==> src/rtl/max_reduce_seq.sv <==
// max_reduce_seq: streams up to COUNT elements through one shared comparator and
// returns the frame maximum, the index of its first occurrence, the beat count and
// a flag telling whether the frame was closed by hitting COUNT instead of s_last.
module max_reduce_seq #(
  parameter  int WIDTH  = 32,
  parameter  int COUNT  = 8,
  parameter  int SIGNED = 1,
  localparam int IW     = (COUNT > 1) ? $clog2(COUNT) : 1,
  localparam int CW     = $clog2(COUNT + 1)
) (
  input  logic             clk,
  input  logic             resetn,
  input  logic [WIDTH-1:0] s_data,
  input  logic             s_valid,
  input  logic             s_last,
  output logic             s_ready,
  output logic [WIDTH-1:0] m_max,
  output logic [IW-1:0]    m_index,
  output logic [CW-1:0]    m_count,
  output logic             m_truncated,
  output logic             m_valid,
  input  logic             m_ready
);

  localparam logic [CW-1:0] CNT_MAX = CW'(COUNT);
  localparam logic [CW-1:0] CNT_ONE = CW'(1);

  typedef enum logic [1:0] {IDLE = 2'd0, ACCUM = 2'd1, DONE = 2'd2} state_e;

  state_e state_q, state_d;

  // running accumulators for the frame in flight
  logic [WIDTH-1:0] max_q, max_d;
  logic [IW-1:0]    idx_q, idx_d;
  logic [CW-1:0]    cnt_q, cnt_d;

  // result registers; only loaded on the closing beat so they stay stable in DONE
  logic [WIDTH-1:0] m_max_q, m_max_d;
  logic [IW-1:0]    m_index_q, m_index_d;
  logic [CW-1:0]    m_count_q, m_count_d;
  logic             m_trunc_q, m_trunc_d;

  logic             accept;
  logic             gt;
  logic             close;
  logic [WIDTH-1:0] beat_max;
  logic [IW-1:0]    beat_idx;
  logic [CW-1:0]    beat_cnt;

  // shared comparator: strictly greater, so ties keep the earlier element
  always_comb begin
    gt = 1'b0;
    if (SIGNED != 0) gt = $signed(s_data) > $signed(max_q);
    else             gt = s_data > max_q;
  end

  // fold the current beat into the running max; the first beat of a frame always wins
  always_comb begin
    accept   = s_valid & s_ready;
    beat_max = max_q;
    beat_idx = idx_q;
    beat_cnt = cnt_q + CNT_ONE;
    if (state_q == IDLE) begin
      beat_max = s_data;
      beat_idx = '0;
      beat_cnt = CNT_ONE;
    end else if (gt) begin
      beat_max = s_data;
      beat_idx = cnt_q[IW-1:0];
    end
    close = s_last | (beat_cnt == CNT_MAX);
  end

  // next-state for datapath and result registers
  always_comb begin
    max_d     = max_q;
    idx_d     = idx_q;
    cnt_d     = cnt_q;
    m_max_d   = m_max_q;
    m_index_d = m_index_q;
    m_count_d = m_count_q;
    m_trunc_d = m_trunc_q;
    if (accept) begin
      max_d = beat_max;
      idx_d = beat_idx;
      cnt_d = beat_cnt;
      if (close) begin
        m_max_d   = beat_max;
        m_index_d = beat_idx;
        m_count_d = beat_cnt;
        m_trunc_d = (beat_cnt == CNT_MAX) & ~s_last;
      end
    end
  end

  // FSM state register
  always_ff @(posedge clk) begin
    if (!resetn) state_q <= IDLE;
    else         state_q <= state_d;
  end

  // FSM next-state: a closing beat moves to DONE, a taken result returns to IDLE
  always_comb begin
    state_d = state_q;
    case (state_q)
      IDLE, ACCUM: if (accept) state_d = close ? DONE : ACCUM;
      DONE:        if (m_ready) state_d = IDLE;
      default:     state_d = IDLE;
    endcase
  end

  // FSM outputs; ready is held low while reset is asserted
  always_comb begin
    s_ready = resetn & (state_q != DONE);
    m_valid = (state_q == DONE);
  end

  // datapath and result registers; reset drops any partial or pending frame
  always_ff @(posedge clk) begin
    if (!resetn) begin
      max_q     <= '0;
      idx_q     <= '0;
      cnt_q     <= '0;
      m_max_q   <= '0;
      m_index_q <= '0;
      m_count_q <= '0;
      m_trunc_q <= 1'b0;
    end else begin
      max_q     <= max_d;
      idx_q     <= idx_d;
      cnt_q     <= cnt_d;
      m_max_q   <= m_max_d;
      m_index_q <= m_index_d;
      m_count_q <= m_count_d;
      m_trunc_q <= m_trunc_d;
    end
  end

  assign m_max       = m_max_q;
  assign m_index     = m_index_q;
  assign m_count     = m_count_q;
  assign m_truncated = m_trunc_q;

endmodule

==> config.mk <==
export PLATFORM = sky130hd
export DESIGN_NAME = max_reduce_seq
export DESIGN_NICKNAME = d
export VERILOG_FILES = /design/src/rtl/max_reduce_seq.sv
export SDC_FILE = /design/constraint.sdc
export NUM_CORES = 1
export LEC_CHECK = 0
export CORE_MARGIN = 5
export CORE_UTILIZATION = 45
export DETAILED_ROUTE_END_ITERATION = 12
export PLACE_DENSITY_LB_ADDON = 0.15
export SKIP_CTS_REPAIR_TIMING = 1
export SYNTH_ARGS = -nofsm -noshare
export SYNTH_HDL_FRONTEND = slang
export SYNTH_SLANG_ARGS = --single-unit
==> constraint.sdc <==
create_clock -name clk -period 4.2 [get_ports clk]
set_input_delay 1.26 -clock clk [delete_from_list [all_inputs] [get_ports clk]]
set_output_delay 1.26 -clock clk [all_outputs]
set_load 0.05 [all_outputs]
==> key figures <==
Yosys
  – Distinct cells, synth: 45
  – Netlist area before placement: 0.00416 mm²
  – Dominant combinational cell family by area after synthesis: compound AO/OA/AOI/OAI gates
  – Area contributors post-synth: dfxtp_1 39%, ha_1 9.9%, a32o_1 8.2%
  – Mean Syn Cell Area: 8.79 µm²
  – Async set-or-reset flop fraction in the synthesized netlist: 0
  – XOR/XNOR Fraction of Synth Area: 0.00421
  – Multiplexer area fraction after synthesis: 0
  – Fraction of the mapped netlist area in adder cells: 0.0993
  – Compound-gate portion of the synthesized area: 0.225
  – Post-Synth Simple-Gate Area: 0.203
  – Cell with the most instances after synthesis: dfxtp_1
  – Total of flip-flops plus latches after synthesis: 81
  – Count of synthesis-stage warnings from yosys: 0
  – Area share of the largest cell type after synthesis: 0.390
  – Seq/Total Area, Yosys: 0.390
  – Cell accounting for the most synthesized area: dfxtp_1
  – Top post-synthesis cells by count: 81 x dfxtp_1, 51 x nand2_1, 44 x nand3_1
  – Dominant register cell in the synthesized netlist: dfxtp_1
  – EDFF count, synth: 0
  – Cell count after synthesis: 473
  – Syn Nets: 543

Timing
  – Max Slew Vio Count: 0
  – Worst setup margin: 0.301 ns
  – Slew at the pin with the worst max-slew slack: 1.14 ns
  – Setup repair after global routing missed its margin: false
  – Final setup vio count: 0
  – Final clock period utilization by the worst path: 0.928
  – Layout Skew: 0.0101 ns
  – Maximum achievable frequency: 256 MHz
  – Min cycle time layout: 3.90 ns
  – Max-Slew Margin vs Limit: 0.236
  – Final Hold Violating Endpoints: 0

Floorplan
  – Vertical die dimension: 106 µm
  – # IOs: 79
  – Die outline width: 106 µm
  – Initial cell density of the core: 0.456
  – Area enclosed by the die boundary: 0.0113 mm²
  – Core footprint: 0.00911 mm²
  – Placement row count: 35

Cells and area
  – Fraction of layout cells with a size suffix above 1: 0.0722
  – Fill cells: 849
  – Layout overhead on the synthesized area: 26.6%
  – Nets@finish: 605
  – Antenna diode count: 0
  – Final cell utilization of the core: 0.577
  – Area taken by flip-flops and latches: 0.00162 mm²
  – Multi-input logic area: 0.00223 mm²

Critical path
  – Required time of the critical path: 4.43 ns
  – Slowest cell on the critical path: nor3_1
  – Critical setup path kind: in2reg
  – Worst path most repeated cell: nand4_1
  – Critical-path maximum fanout: 23
  – Reg2reg setup slack: 1.30 ns
  – Worst reg2reg path depth: 10
  – Launching element type of the critical path: input port
  – R2r endpoint: m_max[14]$_SDFFE_PN0P_
  – Kind of end point of the critical path: register
  – Arrival time at the worst endpoint: 4.13 ns
  – Startpoint of the worst-slack reg-to-reg timing path: max_q[30]$_SDFFE_PN0P_
  – Cells traversed along the worst timing path: clkdlybuf4s50_1 > ha_1 > nand4_1 > nor4_2 > nand4_1 > nor3_1 > a22oi_2 > buf_12 > nand4_1 > o211ai_1
  – Delay of the slowest critical-path stage: 0.48 ns

Clocking
  – TritonCTS clock tree: done
  – Root Driver: clkbuf_8
  – Clock net sink count: 81
  – Clock transition at the registers of the reported paths: 0.08 ns
  – Latest clock arrival within the worst-skew pair: 0.36 ns
  – H-Tree Level Count: 3
  – Number of buffers on the longest clock path: 2
  – Cts bufs inserted: 9

Worst hold path
  – Min-Delay Path Depth: 2
  – Launch point of the worst hold path: m_count[1]$_SDFFE_PN0P_
  – Type of the worst min-delay path: reg2reg
  – Worst Hold Endpoint: m_count[1]$_SDFFE_PN0P_

Routing
  – Vias per inst: 5.90
  – Number of routed nets with antenna violations: 0
  – First drt pass iteration count: 5
  – Routed wire length: 10600 µm
  – Vias after detailed routing: 3840
  – Residual DRC count: 0
  – WL/cell: 16.3 µm
  – Iteration-0 DRC Markers: 190

Power and ir drop
  – PwrDens: 364 mW/mm²
  – Reported leakage power: 1.89 nW
  – Worst vdd rail ir drop: 199 µV

Flow run
  – Maximum capacitance violations: 0

Status
  – Status: completed

GRT
  – Via count of the first global-routing pass: 3673
  – Pin count of the biggest net entering global routing: 69
  – Sum of overflow across all layers after global routing: 0
  – Number of antenna violations at the first check in global routing: 0
  – Global-route wire length before repair: 17500 µm
  – Global router's overall resource usage: 0.189

Place
  – Final HPWL DP: 7110 µm
  – Minimum setup slack after placement: -0.0454 ns
  – Total of buffers placed on input and output ports: 78
  – Placer's final routability congestion estimate: 0.791
[cell type report]
class	count	area share
clock buffer	12	0.0276
clock inverter	4	0.00999
multi-input combinational	319	0.424
sequential	81	0.308
tap	111	0.0264
inverter	33	0.0235
timing repair buffer	91	0.180
[worst max-delay path, delay by kind of cell]
family                     cells  cell delay (ns)
and+or+nand+nor                5             1.42
buffers and inverters          2             0.71
adders and majority gates      1             0.33
AOI/OAI and AO/OA              2             0.40
[report_power, final]
part	total [mW]	switching (mW)	internal [mW]
Combinational	0.479	0.286	0.193
Clock	0.577	0.286	0.292
Sequential	0.859	0.0365	0.822
Total	1.91	0.608	1.31
[through the flow]
stage	TNS [ns]	hold slack, ns	cells	instance area [µm²]	total power [mW]
2_1_floorplan	0	0.440	473	4160	1.19
3_3_place_gp	0	0.456	635	5060	1.35
3_5_place_dp	-0.748	0.455	635	5060	1.36
4_1_cts	0	0.475	651	5260	1.93
5_1_grt	0	0.493	651	5260	2.00
6_report	0	0.468	651	5260	1.91
[state kept, by name, indices dropped and copies added, names as in the netlist]
signal	flops
state_q	2
m_truncated	1
max_q	32
m_max	32
cnt_q	4
m_index	3
m_count	4
idx_q	3
[routing by layer]
layer | wire, µm | global-route usage
met5 | 0 | 0
met4 | 88 | 0.0657
met3 | 630 | 0.0419
met2 | 5070 | 0.314
met1 | 4850 | 0.241
[worst max-delay path by stage]
stage | start | slack (ns) | cells past startpoint | end
finish | s_data[31] | 0.30 | 10 | m_max[14]$_SDFFE_PN0P_
global route | s_data[31] | 0.1 | 10 | m_max[2]$_SDFFE_PN0P_
CTS | s_data[31] | 0.32 | 10 | m_max[14]$_SDFFE_PN0P_
detailed placement | s_data[31] | -0.05 | 10 | m_max[7]$_SDFFE_PN0P_
global placement | s_data[31] | 0.004 | 10 | m_max[0]$_SDFFE_PN0P_
floorplan | resetn | 0.70 | 3 | s_ready
[layout by cell type (no fill, tap or decap), types with 3 or more instances in the layout]
| cell | count |
|---|---|
| nor2_1 | 10 |
| nand3_1 | 44 |
| clkbuf_8 | 10 |
| nand4_1 | 37 |
| nand2b_1 | 3 |
| dfxtp_1 | 81 |
| a21o_1 | 3 |
| buf_4 | 8 |
| a21oi_1 | 14 |
| clkinvlp_4 | 3 |
| o211a_1 | 4 |
| and2_1 | 3 |
| o211ai_1 | 38 |
| ha_1 | 33 |
| inv_1 | 33 |
| nand2_1 | 51 |
| nor3_1 | 3 |
| and3_1 | 4 |
| a32o_1 | 34 |
| clkdlybuf4s50_1 | 76 |
| o21ai_0 | 8 |
| buf_12 | 6 |
[kinds of logic (layout without fill, tap and decap cells)]
family / Yosys count / in the layout
AOI/OAI and AO/OA: 117 / 117
xor gates and xnor gates: 2 / 2
adders and majority gates: 33 / 33
buffers and inverters: 73 / 140
DFF: 81 / 81
and+or+nand+nor: 167 / 167
Note: power is estimated with default switching activity, not from simulation.
